<file path="src/rtl/lcd_pixel_source.sv">
// Test-pattern pixel source for the ST7789V3 memory-write phase.
// Emits RGB565 frames as a high-byte-first byte stream on valid/ready with frame flags.
module lcd_pixel_source #(
    parameter int unsigned H_RES      = 240,
    parameter int unsigned V_RES      = 280,
    parameter int unsigned CHECK_LOG2 = 3
) (
    input  logic        clk_i,
    input  logic        rst_ni,
    input  logic        en_i,
    input  logic [1:0]  mode_i,
    input  logic [15:0] solid_color_i,
    input  logic        ready_i,
    output logic        valid_o,
    output logic [7:0]  data_o,
    output logic        first_o,
    output logic        last_o,
    output logic        busy_o
);

    localparam int unsigned XW = 8;
    localparam int unsigned YW = 9;
    localparam logic [XW-1:0] X_LAST = XW'(H_RES - 1);
    localparam logic [YW-1:0] Y_LAST = YW'(V_RES - 1);

    localparam logic [1:0] S_IDLE   = 2'd0;
    localparam logic [1:0] S_START  = 2'd1;
    localparam logic [1:0] S_STREAM = 2'd2;

    logic [1:0]    state_q, state_d;
    logic [1:0]    mode_q, mode_d;
    logic [15:0]   color_q, color_d;
    logic [XW-1:0] x_q, x_d;
    logic [YW-1:0] y_q, y_d;
    logic          phase_q, phase_d;
    logic          valid_q, valid_d;
    logic [7:0]    data_q, data_d;
    logic          first_q, first_d;
    logic          last_q, last_d;
    logic          busy_q, busy_d;

    logic          frame_end;
    logic [2:0]    bar_idx;
    logic [15:0]   bar_color;
    logic [4:0]    grad_b;
    logic [15:0]   pix;

    // First x of bar k: smallest x with (x*8)/H_RES >= k, i.e. ceil(k*H_RES/8).
    function automatic logic [XW-1:0] bar_edge(input int unsigned k);
        return XW'((k * H_RES + 7) / 8);
    endfunction

    assign frame_end = (x_q == X_LAST) && (y_q == Y_LAST) && phase_q;

    // Next-state and output-register logic.
    always_comb begin
        state_d = state_q;
        mode_d  = mode_q;
        color_d = color_q;
        x_d     = x_q;
        y_d     = y_q;
        phase_d = phase_q;
        valid_d = valid_q;
        first_d = first_q;
        last_d  = last_q;
        busy_d  = busy_q;

        case (state_q)
            S_IDLE: begin
                if (en_i) begin
                    state_d = S_START;
                    mode_d  = mode_i;
                    color_d = solid_color_i;
                    x_d     = '0;
                    y_d     = '0;
                    phase_d = 1'b0;
                end
            end
            S_START: begin
                state_d = S_STREAM;
                valid_d = 1'b1;
                busy_d  = 1'b1;
                first_d = 1'b1;
                last_d  = 1'b0;
            end
            S_STREAM: begin
                if (ready_i) begin
                    if (frame_end) begin
                        x_d     = '0;
                        y_d     = '0;
                        phase_d = 1'b0;
                        last_d  = 1'b0;
                        if (en_i) begin
                            mode_d  = mode_i;
                            color_d = solid_color_i;
                            first_d = 1'b1;
                        end else begin
                            state_d = S_IDLE;
                            valid_d = 1'b0;
                            busy_d  = 1'b0;
                            first_d = 1'b0;
                        end
                    end else begin
                        phase_d = ~phase_q;
                        first_d = 1'b0;
                        if (phase_q) begin
                            if (x_q == X_LAST) begin
                                x_d = '0;
                                y_d = y_q + 9'd1;
                            end else begin
                                x_d = x_q + 8'd1;
                            end
                        end
                        last_d = (x_d == X_LAST) && (y_d == Y_LAST) && phase_d;
                    end
                end
            end
            default: state_d = S_IDLE;
        endcase
    end

    // Pixel of the byte that will be presented next.
    always_comb begin
        bar_idx = '0;
        for (int unsigned k = 1; k < 8; k++) begin
            if (x_d >= bar_edge(k)) begin
                bar_idx = bar_idx + 3'd1;
            end
        end

        case (bar_idx)
            3'd0:    bar_color = 16'hFFFF;
            3'd1:    bar_color = 16'hFFE0;
            3'd2:    bar_color = 16'h07FF;
            3'd3:    bar_color = 16'h07E0;
            3'd4:    bar_color = 16'hF81F;
            3'd5:    bar_color = 16'hF800;
            3'd6:    bar_color = 16'h001F;
            default: bar_color = 16'h0000;
        endcase

        grad_b = 5'((YW'(x_d) + y_d) >> 4);

        case (mode_d)
            2'd0:    pix = color_d;
            2'd1:    pix = bar_color;
            2'd2:    pix = (x_d[CHECK_LOG2] ^ y_d[CHECK_LOG2]) ? 16'hFFFF : 16'h0000;
            default: pix = {x_d[7:3], y_d[8:3], grad_b};
        endcase
    end

    assign data_d = valid_d ? (phase_d ? pix[7:0] : pix[15:8]) : 8'h00;

    always_ff @(posedge clk_i or negedge rst_ni) begin
        if (!rst_ni) begin
            state_q <= S_IDLE;
            mode_q  <= '0;
            color_q <= '0;
            x_q     <= '0;
            y_q     <= '0;
            phase_q <= 1'b0;
            valid_q <= 1'b0;
            data_q  <= '0;
            first_q <= 1'b0;
            last_q  <= 1'b0;
            busy_q  <= 1'b0;
        end else begin
            state_q <= state_d;
            mode_q  <= mode_d;
            color_q <= color_d;
            x_q     <= x_d;
            y_q     <= y_d;
            phase_q <= phase_d;
            valid_q <= valid_d;
            data_q  <= data_d;
            first_q <= first_d;
            last_q  <= last_d;
            busy_q  <= busy_d;
        end
    end

    assign valid_o = valid_q;
    assign data_o  = data_q;
    assign first_o = first_q;
    assign last_o  = last_q;
    assign busy_o  = busy_q;

endmodule

</file>
<file path="config.mk">
export PLATFORM = sky130hd
export DESIGN_NAME = lcd_pixel_source
export DESIGN_NICKNAME = d
export VERILOG_FILES = /design/src/rtl/lcd_pixel_source.sv
export SDC_FILE = /design/constraint.sdc
export NUM_CORES = 1
export LEC_CHECK = 0
export ABC_AREA = 1
export CORE_ASPECT_RATIO = 1.2
export CORE_MARGIN = 2
export CORE_UTILIZATION = 50
export CTS_CLUSTER_SIZE = 24
export DETAILED_ROUTE_END_ITERATION = 6
export DONT_BUFFER_PORTS = 1
export GPL_TIMING_DRIVEN = 1
export PLACE_DENSITY = 0.72
export SYNTH_ARGS = -nofsm -noshare
export SYNTH_HDL_FRONTEND = slang
export SYNTH_SLANG_ARGS = --single-unit
export TNS_END_PERCENT = 5
</file>
<file path="constraint.sdc">
create_clock -name clk_i -period 4.95 [get_ports clk_i]
set_input_delay 1.485 -clock clk_i [delete_from_list [all_inputs] [get_ports clk_i]]
set_output_delay 1.485 -clock clk_i [all_outputs]
set_load 0.02 [all_outputs]
</file>
==> results.sh, run 1 <==
export IMPL_status="finished with violations"
export IMPL_violations="setup timing"
export IMPL_drv_slew=0
export IMPL_grt_total_usage=0.276
export IMPL_start_kind="input port"
export IMPL_use_met1=0.312
export IMPL_hp_start="color_q[6]$_DFF_PN0_"
export IMPL_reg2reg_from="state_q[0]$_DFFE_PN0P_"
export IMPL_vias_per_cell=5.66
export IMPL_htree_num_levels=2
export IMPL_worst_r2r_cell_count=37
export IMPL_min_to="color_q[6]$_DFF_PN0_"
export IMPL_cts_clk_slew_worst_paths_ps=100
export IMPL_critPathCaptureType="flop"
export IMPL_setup_ws_ps=-427
export IMPL_dpl_hpwl_mm=8.24
export IMPL_clock_skew_ps=14.4
export IMPL_worst_endpoint_arrival_ps=5600
export IMPL_cts_buffers=5
export IMPL_grt_max_degree=51
export IMPL_yosysWarnings=0
export IMPL_wl_mm=11.5
export IMPL_cpMostUsedCell="buf_4"
export IMPL_yosysSeqAreaShare=0.310
export IMPL_clk_path_buf_depth=2
export IMPL_finalHoldViolCount=0
export IMPL_fillers=649
export IMPL_postSynthAreaPerCell_um2=7.28
export IMPL_core_area_mm2=0.00775
export IMPL_io_pins=34
export IMPL_clock_root_buffer="clkbuf_8"
export IMPL_rsz0062_at_grt="yes"
export IMPL_antenna_violating_nets_post_route=0
export IMPL_tightest_slew_ps=723
export IMPL_yosysTopAreaCell="dfrtp_1"
export IMPL_worst_ep_required_time_ps=5180
export IMPL_grt_pass1_wl_mm=19.3
export IMPL_synth_cells=555
export IMPL_drt_iter0_markers=324
export IMPL_timing_max_cap_violations=0
export IMPL_synth_fp_nets=594
export IMPL_grt_antenna_before_repair=0
export IMPL_slowest_stage="buf_4"
export IMPL_drive_above_1_share=0.301
export IMPL_floorplan_initialDensity=0.521
export IMPL_crit_type="in2reg"
export IMPL_power_density_mw_per_mm2=416
export IMPL_die_area_mm2=0.00882
export IMPL_vias=4100
export IMPL_synth_seq_cells=50
export IMPL_dieHeight_um=102
export IMPL_min_delay_path_depth=2
export IMPL_yosysTopAreaCellShare=0.310
export IMPL_place_ws_ps=-626
export IMPL_gp_congestion=0.904
export IMPL_fp_row_count=35
export IMPL_tritoncts="yes"
export IMPL_final_min_clock_period_ps=5380
export IMPL_power_leakage_nw=2.50
export IMPL_slew_headroom=0.515
export IMPL_fp_dieW_um=86.1
export IMPL_worstPathMaxFanout=6
export IMPL_critPathMaxStageDelay_ps=200
export IMPL_finalNetCount=670
export IMPL_numPortBuffers=0
export IMPL_grt_busiest_layer="met2"
export IMPL_final_setup_tns_ps=-1800
export IMPL_finalSetupViolCount=8
export IMPL_max_freq_mhz=186
export IMPL_drt_first_pass_iters=5
export IMPL_timing_rr_end="data_o[3]$_DFF_PN0_"
export IMPL_clk_latency_ps=310
export IMPL_grt_use_met3=0.0323
export IMPL_synth_cell_type_count=50
export IMPL_drc=0
export IMPL_ir_drop_mv=0.185
export IMPL_wl_per_cell_um=15.9
export IMPL_diodes=0
export IMPL_reg2reg_slack_ps=-170
export IMPL_grt_pass1_vias=4150
export IMPL_synth_area_leaders="dfrtp_1 (31%), nand2_1 (10%), a21oi_1 (6.2%)"
export IMPL_gr_usage_met2=0.517
export IMPL_syn_area_mm2=0.00404
export IMPL_overflow=0
export IMPL_hold_path_class="reg2reg"
export IMPL_numClockSinks=50
export IMPL_period_share=1.09
export IMPL_syn_to_final_growth_pct=23.5
## metal layers
layer  part of all wire  wire length, um
met1               0.39             4470
met2               0.53             6060
met3              0.046              533
met4              0.039              453
met5                  0                0
## Yosys cell counts, drive strengths merged
library cell,n
a211oi,2
nand3,55
or2,6
o21ai,28
nor2,53
o211ai,2
clkinv,3
nand2,134
nand4,9
nor4,2
o22ai,22
ha,17
nor3,6
xnor2,2
and2,2
o21bai,3
a221oi,1
clkbuf,4
o221ai,1
xor2,10
a22oi,1
a21oi,51
dfrtp,50
nand3b,1
or3,1
inv,79
o21a,1
a32o,1
buf,8
## area by class of cell
type | count | area [um^2] | area share
Sequential cell | 50 | 1250 | 0.251
Clock buffer | 5 | 68.8 | 0.0138
Tap cell | 92 | 115 | 0.0231
Timing Repair Buffer | 81 | 608 | 0.122
Clock inverter | 3 | 28.8 | 0.00577
Inverter | 82 | 312 | 0.0625
Multi-Input combinational cell | 411 | 2610 | 0.522
## repair_timing
item / CTS / global route
hold endpoints to repair: 0 / 0
hold buffers: 0 / 0
pin swaps: 16 / 2
gates resized for setup: 17 / 2
setup endpoints to repair: 8 / 8
buffers inserted: 30 / 0
## through the flow
stage	hold slack (ps)	std cells	total power, mW	instance area [um^2]	utilization
2_1_floorplan	513	555	1.49	4140	-
3_3_place_gp	547	686	1.73	4580	0.590
3_5_place_dp	551	686	1.77	4580	0.590
4_1_cts	565	724	2.07	4980	0.642
5_1_grt	597	724	2.25	4990	0.644
6_report	567	724	2.08	4990	0.644
## cell families (layout without fill, tap and decap cells)
kind of cell,count (synthesis),in the layout,share of synthesized area
compound gates,113,113,0.172
flops,50,50,0.310
xor+xnor,12,12,0.0260
simple gates,269,269,0.347
buf+inv,94,171,0.0917
fa+ha+maj,17,17,0.0526
## registers in the layout, summed over array words and instances (netlist names), 2 cells and up
name,cells
mode_q,2
color_q,16
y_q,9
x_q,8
data_o,8
state_q,2
## power breakdown
part | total [mW] | switching [mW] | internal, mW
sequential | 0.607 | 0.0846 | 0.523
clock | 0.261 | 0.156 | 0.105
combinational | 1.21 | 0.788 | 0.418
## critical path, delay by kind of cell
kind | cells | cell delay (ps)
buf+inv | 28 | 3500
simple gates | 6 | 520
compound gates | 1 | 120
## cell usage in the layout (no fill, tap or decap), drive strengths merged, types with 2 or more instances in the layout
master | Yosys | final
nand2 | 134 | 134
buf | 8 | 81
inv | 79 | 80
nand3 | 55 | 55
nor2 | 53 | 53
a21oi | 51 | 51
dfrtp | 50 | 50
o21ai | 28 | 28
o22ai | 22 | 22
ha | 17 | 17
xor2 | 10 | 10
nand4 | 9 | 9
nor3 | 6 | 6
or2 | 6 | 6
clkbuf | 4 | 5
clkinv | 3 | 5
o21bai | 3 | 3
nor4 | 2 | 2
a211oi | 2 | 2
xnor2 | 2 | 2
o211ai | 2 | 2
and2 | 2 | 2
## how the worst max path moves through the flow
stage          cells after the start     from                   to  slack [ps]
6_report                          35  ready_i  data_o[3]$_DFF_PN0_        -430
5_1_grt                           35     en_i  data_o[2]$_DFF_PN0_        -550
3_5_place_dp                      32  ready_i  data_o[0]$_DFF_PN0_        -630
3_3_place_gp                      35     en_i  data_o[0]$_DFF_PN0_        -540
2_1_floorplan                     35     en_i  data_o[0]$_DFF_PN0_        -410
4_1_cts                           35     en_i  data_o[0]$_DFF_PN0_        -220
Note: power is estimated with default switching activity, not from simulation.
==> inputs of run 2 (changes only) <==
- REMOVE_ABC_BUFFERS: default -> 1
==> results.sh, run 2 (synthesis results as in run 1) <==
export IMPL_wl_per_cell_um=14.6
export IMPL_setup_ws_ps=-254
export IMPL_rsz0062_at_grt="yes"
export IMPL_grt_antenna_before_repair=0
export IMPL_period_share=1.05
export IMPL_wl_mm=10.4
export IMPL_core_area_mm2=0.00775
export IMPL_grt_total_usage=0.243
export IMPL_cts_clk_slew_worst_paths_ps=110
export IMPL_syn_to_final_growth_pct=24.8
export IMPL_violations="setup timing"
export IMPL_p_clk_frac=0.137
export IMPL_dieHeight_um=102
export IMPL_diodes=0
export IMPL_final_min_clock_period_ps=5200
export IMPL_grt_pass1_vias=3791
export IMPL_timing_max_cap_violations=0
export IMPL_fp_row_count=35
export IMPL_numClockSinks=50
export IMPL_worst_ep_required_time_ps=5140
export IMPL_p_switching_mw=1.04
export IMPL_seqPwrFrac=0.272
export IMPL_combPwrFrac=0.591
export IMPL_finalSetupViolCount=7
export IMPL_tightest_slew_ps=677
export IMPL_final_setup_tns_ps=-1100
export IMPL_clk_path_buf_depth=2
export IMPL_drt_iter0_markers=168
export IMPL_clock_skew_ps=12.1
export IMPL_placed_cells=694
export IMPL_drive_above_1_share=0.316
export IMPL_numPortBuffers=0
export IMPL_htree_num_levels=2
export IMPL_critPathMaxStageDelay_ps=270
export IMPL_crit_type="in2reg"
export IMPL_grt_pass1_wl_mm=17.3
export IMPL_final_cell_mix="nand2_1 (99), buf_4 (68), inv_1 (60)"
export IMPL_final_common_cell="nand2_1"
export IMPL_status="finished with violations"
export IMPL_place_ws_ps=-1000
export IMPL_max_freq_mhz=192
export IMPL_vias_per_cell=5.50
export IMPL_final_cells=713
export IMPL_overflow=0
export IMPL_start_kind="input port"
export IMPL_reg_top3="color_q x16, y_q x9"
export IMPL_finalHoldViolCount=0
export IMPL_ctsHoldBuffers=0
export IMPL_clock_root_buffer="clkbuf_8"
export IMPL_critPathCaptureType="flop"
export IMPL_fp_dieW_um=86.1
export IMPL_slowest_stage="ha_1"
export IMPL_dpl_hpwl_mm=7.96
export IMPL_worst_endpoint_arrival_ps=5390
export IMPL_tritoncts="yes"
export IMPL_fin_area_mm2=0.00504
export IMPL_p_int_mw=1.15
export IMPL_power_density_mw_per_mm2=435
export IMPL_final_util=0.651
export IMPL_drt_first_pass_iters=5
export IMPL_placement_cell_area_mm2=0.00455
export IMPL_antenna_violating_nets_post_route=0
export IMPL_hold_path_class="reg2reg"
export IMPL_total_power_mw=2.19
export IMPL_netSwitchingFraction=0.475
export IMPL_drc=0
export IMPL_power_leakage_nw=2.51
export IMPL_clk_latency_ps=310
export IMPL_holdWs_ps=566
export IMPL_gp_congestion=0.941
export IMPL_cts_buffers=5
export IMPL_finalNetCount=659
export IMPL_vias=3919
export IMPL_worstPathMaxFanout=39
export IMPL_slew_headroom=0.545
export IMPL_io_pins=34
export IMPL_ir_drop_mv=0.172
export IMPL_largest_register="color_q"
export IMPL_die_area_mm2=0.00882
export IMPL_grt_max_degree=51
export IMPL_largest_reg_flops=16
export IMPL_drv_slew=0
export IMPL_floorplan_initialDensity=0.521
-- run 2: worst paths after layout --
kind	start	end	slack [ps]	cells past startpoint
setup / recovery	en_i	data_o[2]$_DFF_PN0_	-250	33
min in group asynchronous	rst_ni	x_q[3]$_DFF_PN0_	860	0
hold / removal	color_q[11]$_DFF_PN0_	color_q[11]$_DFF_PN0_	570	2
max in group asynchronous	rst_ni	data_o[0]$_DFF_PN0_	3990	0
hold reg to reg	color_q[11]$_DFF_PN0_	color_q[11]$_DFF_PN0_	570	2
setup reg to reg	state_q[0]$_DFFE_PN0P_	data_o[2]$_DFF_PN0_	-70	35
-- run 2: cell type report --
type	instances	area, um^2
fillers	648	2710
multi-input cells	411	2690
flip-flops and latches	50	1250
repair buffers	70	551
inverters	82	322
well taps	92	115
clock buffers	5	68.8
clock inverters	3	43.8
-- run 2: routing by layer --
layer | global-route usage | vias up | part of all wire
li1 | - | 1974 | -
met1 | 0.297 | 1804 | 0.43
met2 | 0.426 | 106 | 0.50
met3 | 0.0323 | 35 | 0.040
met4 | 0.111 | 0 | 0.036
met5 | 0 | - | 0
-- run 2: timing repair --
item / in CTS / in global routing
resized for setup: 49 / 22
endpoints found under the hold margin: 0 / 0
pin swaps: 33 / 25
setup buffers: 5 / 6
endpoints found under the setup margin: 8 / 8
-- run 2: worst max-delay path, delay by kind of cell --
kind / cells / cell delay (ps)
AO/OA/AOI/OAI: 2 / 110
XOR/XNOR: 1 / 190
adder cells (fa/ha/maj): 5 / 1010
buffers and inverters: 3 / 230
AND/OR/NAND/NOR: 22 / 2350
-- run 2: power groups by stage --
stage                     Combinational, mW  Sequential [mW]  Clock, mW
after floorplan                       0.845            0.596          0
after global placement                 1.13            0.601          0
after detailed placement               1.17            0.606          0
after CTS                              1.24            0.597      0.306
after global routing                   1.44            0.606      0.320
final                                  1.30            0.597      0.301
==> inputs of run 3 (changes only) <==
- PLACE_DENSITY: 0.72 -> 0.68
==> results.sh, run 3 (synthesis results as in run 1) <==
export IMPL_status="finished with violations"
export IMPL_violations="setup timing"
export IMPL_clk_path_buf_depth=2
export IMPL_fin_area_mm2=0.00538
export IMPL_htree_num_levels=2
export IMPL_finalHoldViolCount=0
export IMPL_finalSetupViolCount=8
export IMPL_reg_top3="color_q x16, y_q x9"
export IMPL_placement_cell_area_mm2=0.00449
export IMPL_core_area_mm2=0.00775
export IMPL_p_switching_mw=1.06
export IMPL_worstPathMaxFanout=6
export IMPL_max_freq_mhz=191
export IMPL_fp_dieW_um=86.1
export IMPL_clock_skew_ps=15.6
export IMPL_die_area_mm2=0.00882
export IMPL_placed_cells=688
export IMPL_drv_slew=0
export IMPL_final_cell_mix="nand2_1 (94), buf_4 (79), inv_1 (60)"
export IMPL_final_cells=741
export IMPL_wl_mm=12.0
export IMPL_p_int_mw=1.12
export IMPL_netSwitchingFraction=0.487
export IMPL_ir_drop_mv=0.146
export IMPL_cpMostUsedCell="nand2_4"
export IMPL_grt_pass1_vias=4069
export IMPL_period_share=1.06
export IMPL_worst_endpoint_arrival_ps=5430
export IMPL_final_setup_tns_ps=-1730
export IMPL_grt_antenna_before_repair=0
export IMPL_finalNetCount=687
export IMPL_tightest_slew_ps=693
export IMPL_min_delay_path_depth=2
export IMPL_drt_iter0_markers=273
export IMPL_rsz0062_at_grt="yes"
export IMPL_overflow=0
export IMPL_syn_to_final_growth_pct=33.2
export IMPL_final_min_clock_period_ps=5230
export IMPL_worst_r2r_cell_count=35
export IMPL_gp_congestion=0.906
export IMPL_critPathCaptureType="flop"
export IMPL_final_common_cell="nand2_1"
export IMPL_drt_first_pass_iters=5
export IMPL_grt_pass1_wl_mm=19.0
export IMPL_cts_clk_slew_worst_paths_ps=110
export IMPL_combPwrFrac=0.607
export IMPL_antenna_violating_nets_post_route=0
export IMPL_dieHeight_um=102
export IMPL_power_density_mw_per_mm2=405
export IMPL_setup_ws_ps=-277
export IMPL_vias_per_cell=5.59
export IMPL_io_pins=34
export IMPL_slowest_stage="ha_4"
export IMPL_seqPwrFrac=0.274
export IMPL_drive_above_1_share=0.354
export IMPL_start_kind="input port"
export IMPL_grt_max_degree=51
export IMPL_tritoncts="yes"
export IMPL_power_leakage_nw=2.71
export IMPL_total_power_mw=2.18
export IMPL_critPathMaxStageDelay_ps=270
export IMPL_numClockSinks=50
export IMPL_largest_reg_flops=16
export IMPL_wl_per_cell_um=16.1
export IMPL_worst_ep_required_time_ps=5150
export IMPL_numPortBuffers=0
export IMPL_crit_type="in2reg"
export IMPL_p_clk_frac=0.119
export IMPL_fp_row_count=35
export IMPL_drc=0
export IMPL_vias=4142
export IMPL_timing_max_cap_violations=0
export IMPL_diodes=0
export IMPL_hold_path_class="reg2reg"
export IMPL_grt_total_usage=0.269
export IMPL_cts_buffers=5
export IMPL_place_ws_ps=-960
export IMPL_floorplan_initialDensity=0.521
export IMPL_ctsHoldBuffers=0
export IMPL_slew_headroom=0.535
export IMPL_clk_latency_ps=310
export IMPL_clock_root_buffer="clkbuf_8"
export IMPL_largest_register="color_q"
export IMPL_dpl_hpwl_mm=7.91
## run 3: worst max-delay path: cells and delay by family
family          cells  cell delay [ps]
compound gates      1               40
xor+xnor            1              170
fa+ha+maj           4              800
buf+inv             3              280
simple gates       22             2650
## run 3: final cells by class
class	instances	area, um^2
clock buffer	6	82.6
clock inverter	2	12.5
fill	583	2370
inverter	82	323
multi-input combinational	411	2790
sequential	50	1250
tap	92	115
timing repair buffer	98	807
## run 3: timing repair
item                                    4_1_cts  5_1_grt
resized for setup                            63       45
pin swaps                                    36       34
buffers inserted                             41        7
endpoints found under the setup margin        8        8
## run 3: metrics by stage
stage | hold slack [ps] | utilization
2_1_floorplan | 513 | -
3_3_place_gp | 548 | 0.580
3_5_place_dp | 551 | 0.580
4_1_cts | 565 | 0.665
5_1_grt | 582 | 0.694
6_report | 564 | 0.694
## run 3: power by group through the flow
stage | Clock (mW) | Sequential [mW] | Combinational [mW]
floorplan | 0 | 0.596 | 0.845
global placement | 0 | 0.603 | 1.12
detailed placement | 0 | 0.606 | 1.15
CTS | 0.263 | 0.597 | 1.26
global route | 0.279 | 0.608 | 1.47
finish | 0.260 | 0.598 | 1.32
## run 3: final timing paths
| path | startpoint | endpoint | slack [ps] |
|---|---|---|---|
| worst max-delay path | ready_i | data_o[0]$_DFF_PN0_ | -280 |
| worst min-delay path | color_q[5]$_DFF_PN0_ | color_q[5]$_DFF_PN0_ | 560 |
| worst max register to register | state_q[0]$_DFFE_PN0P_ | data_o[0]$_DFF_PN0_ | -130 |
| worst min register to register | color_q[5]$_DFF_PN0_ | color_q[5]$_DFF_PN0_ | 560 |
| max in group asynchronous | rst_ni | color_q[4]$_DFF_PN0_ | 4000 |
| min in group asynchronous | rst_ni | first_o$_DFFE_PN0P_ | 850 |
## run 3: metal layers
layer,global-route usage,routed length [um]
met4,0.110,331
met2,0.500,6330
met1,0.315,4800
met3,0.0275,490
met5,0,0
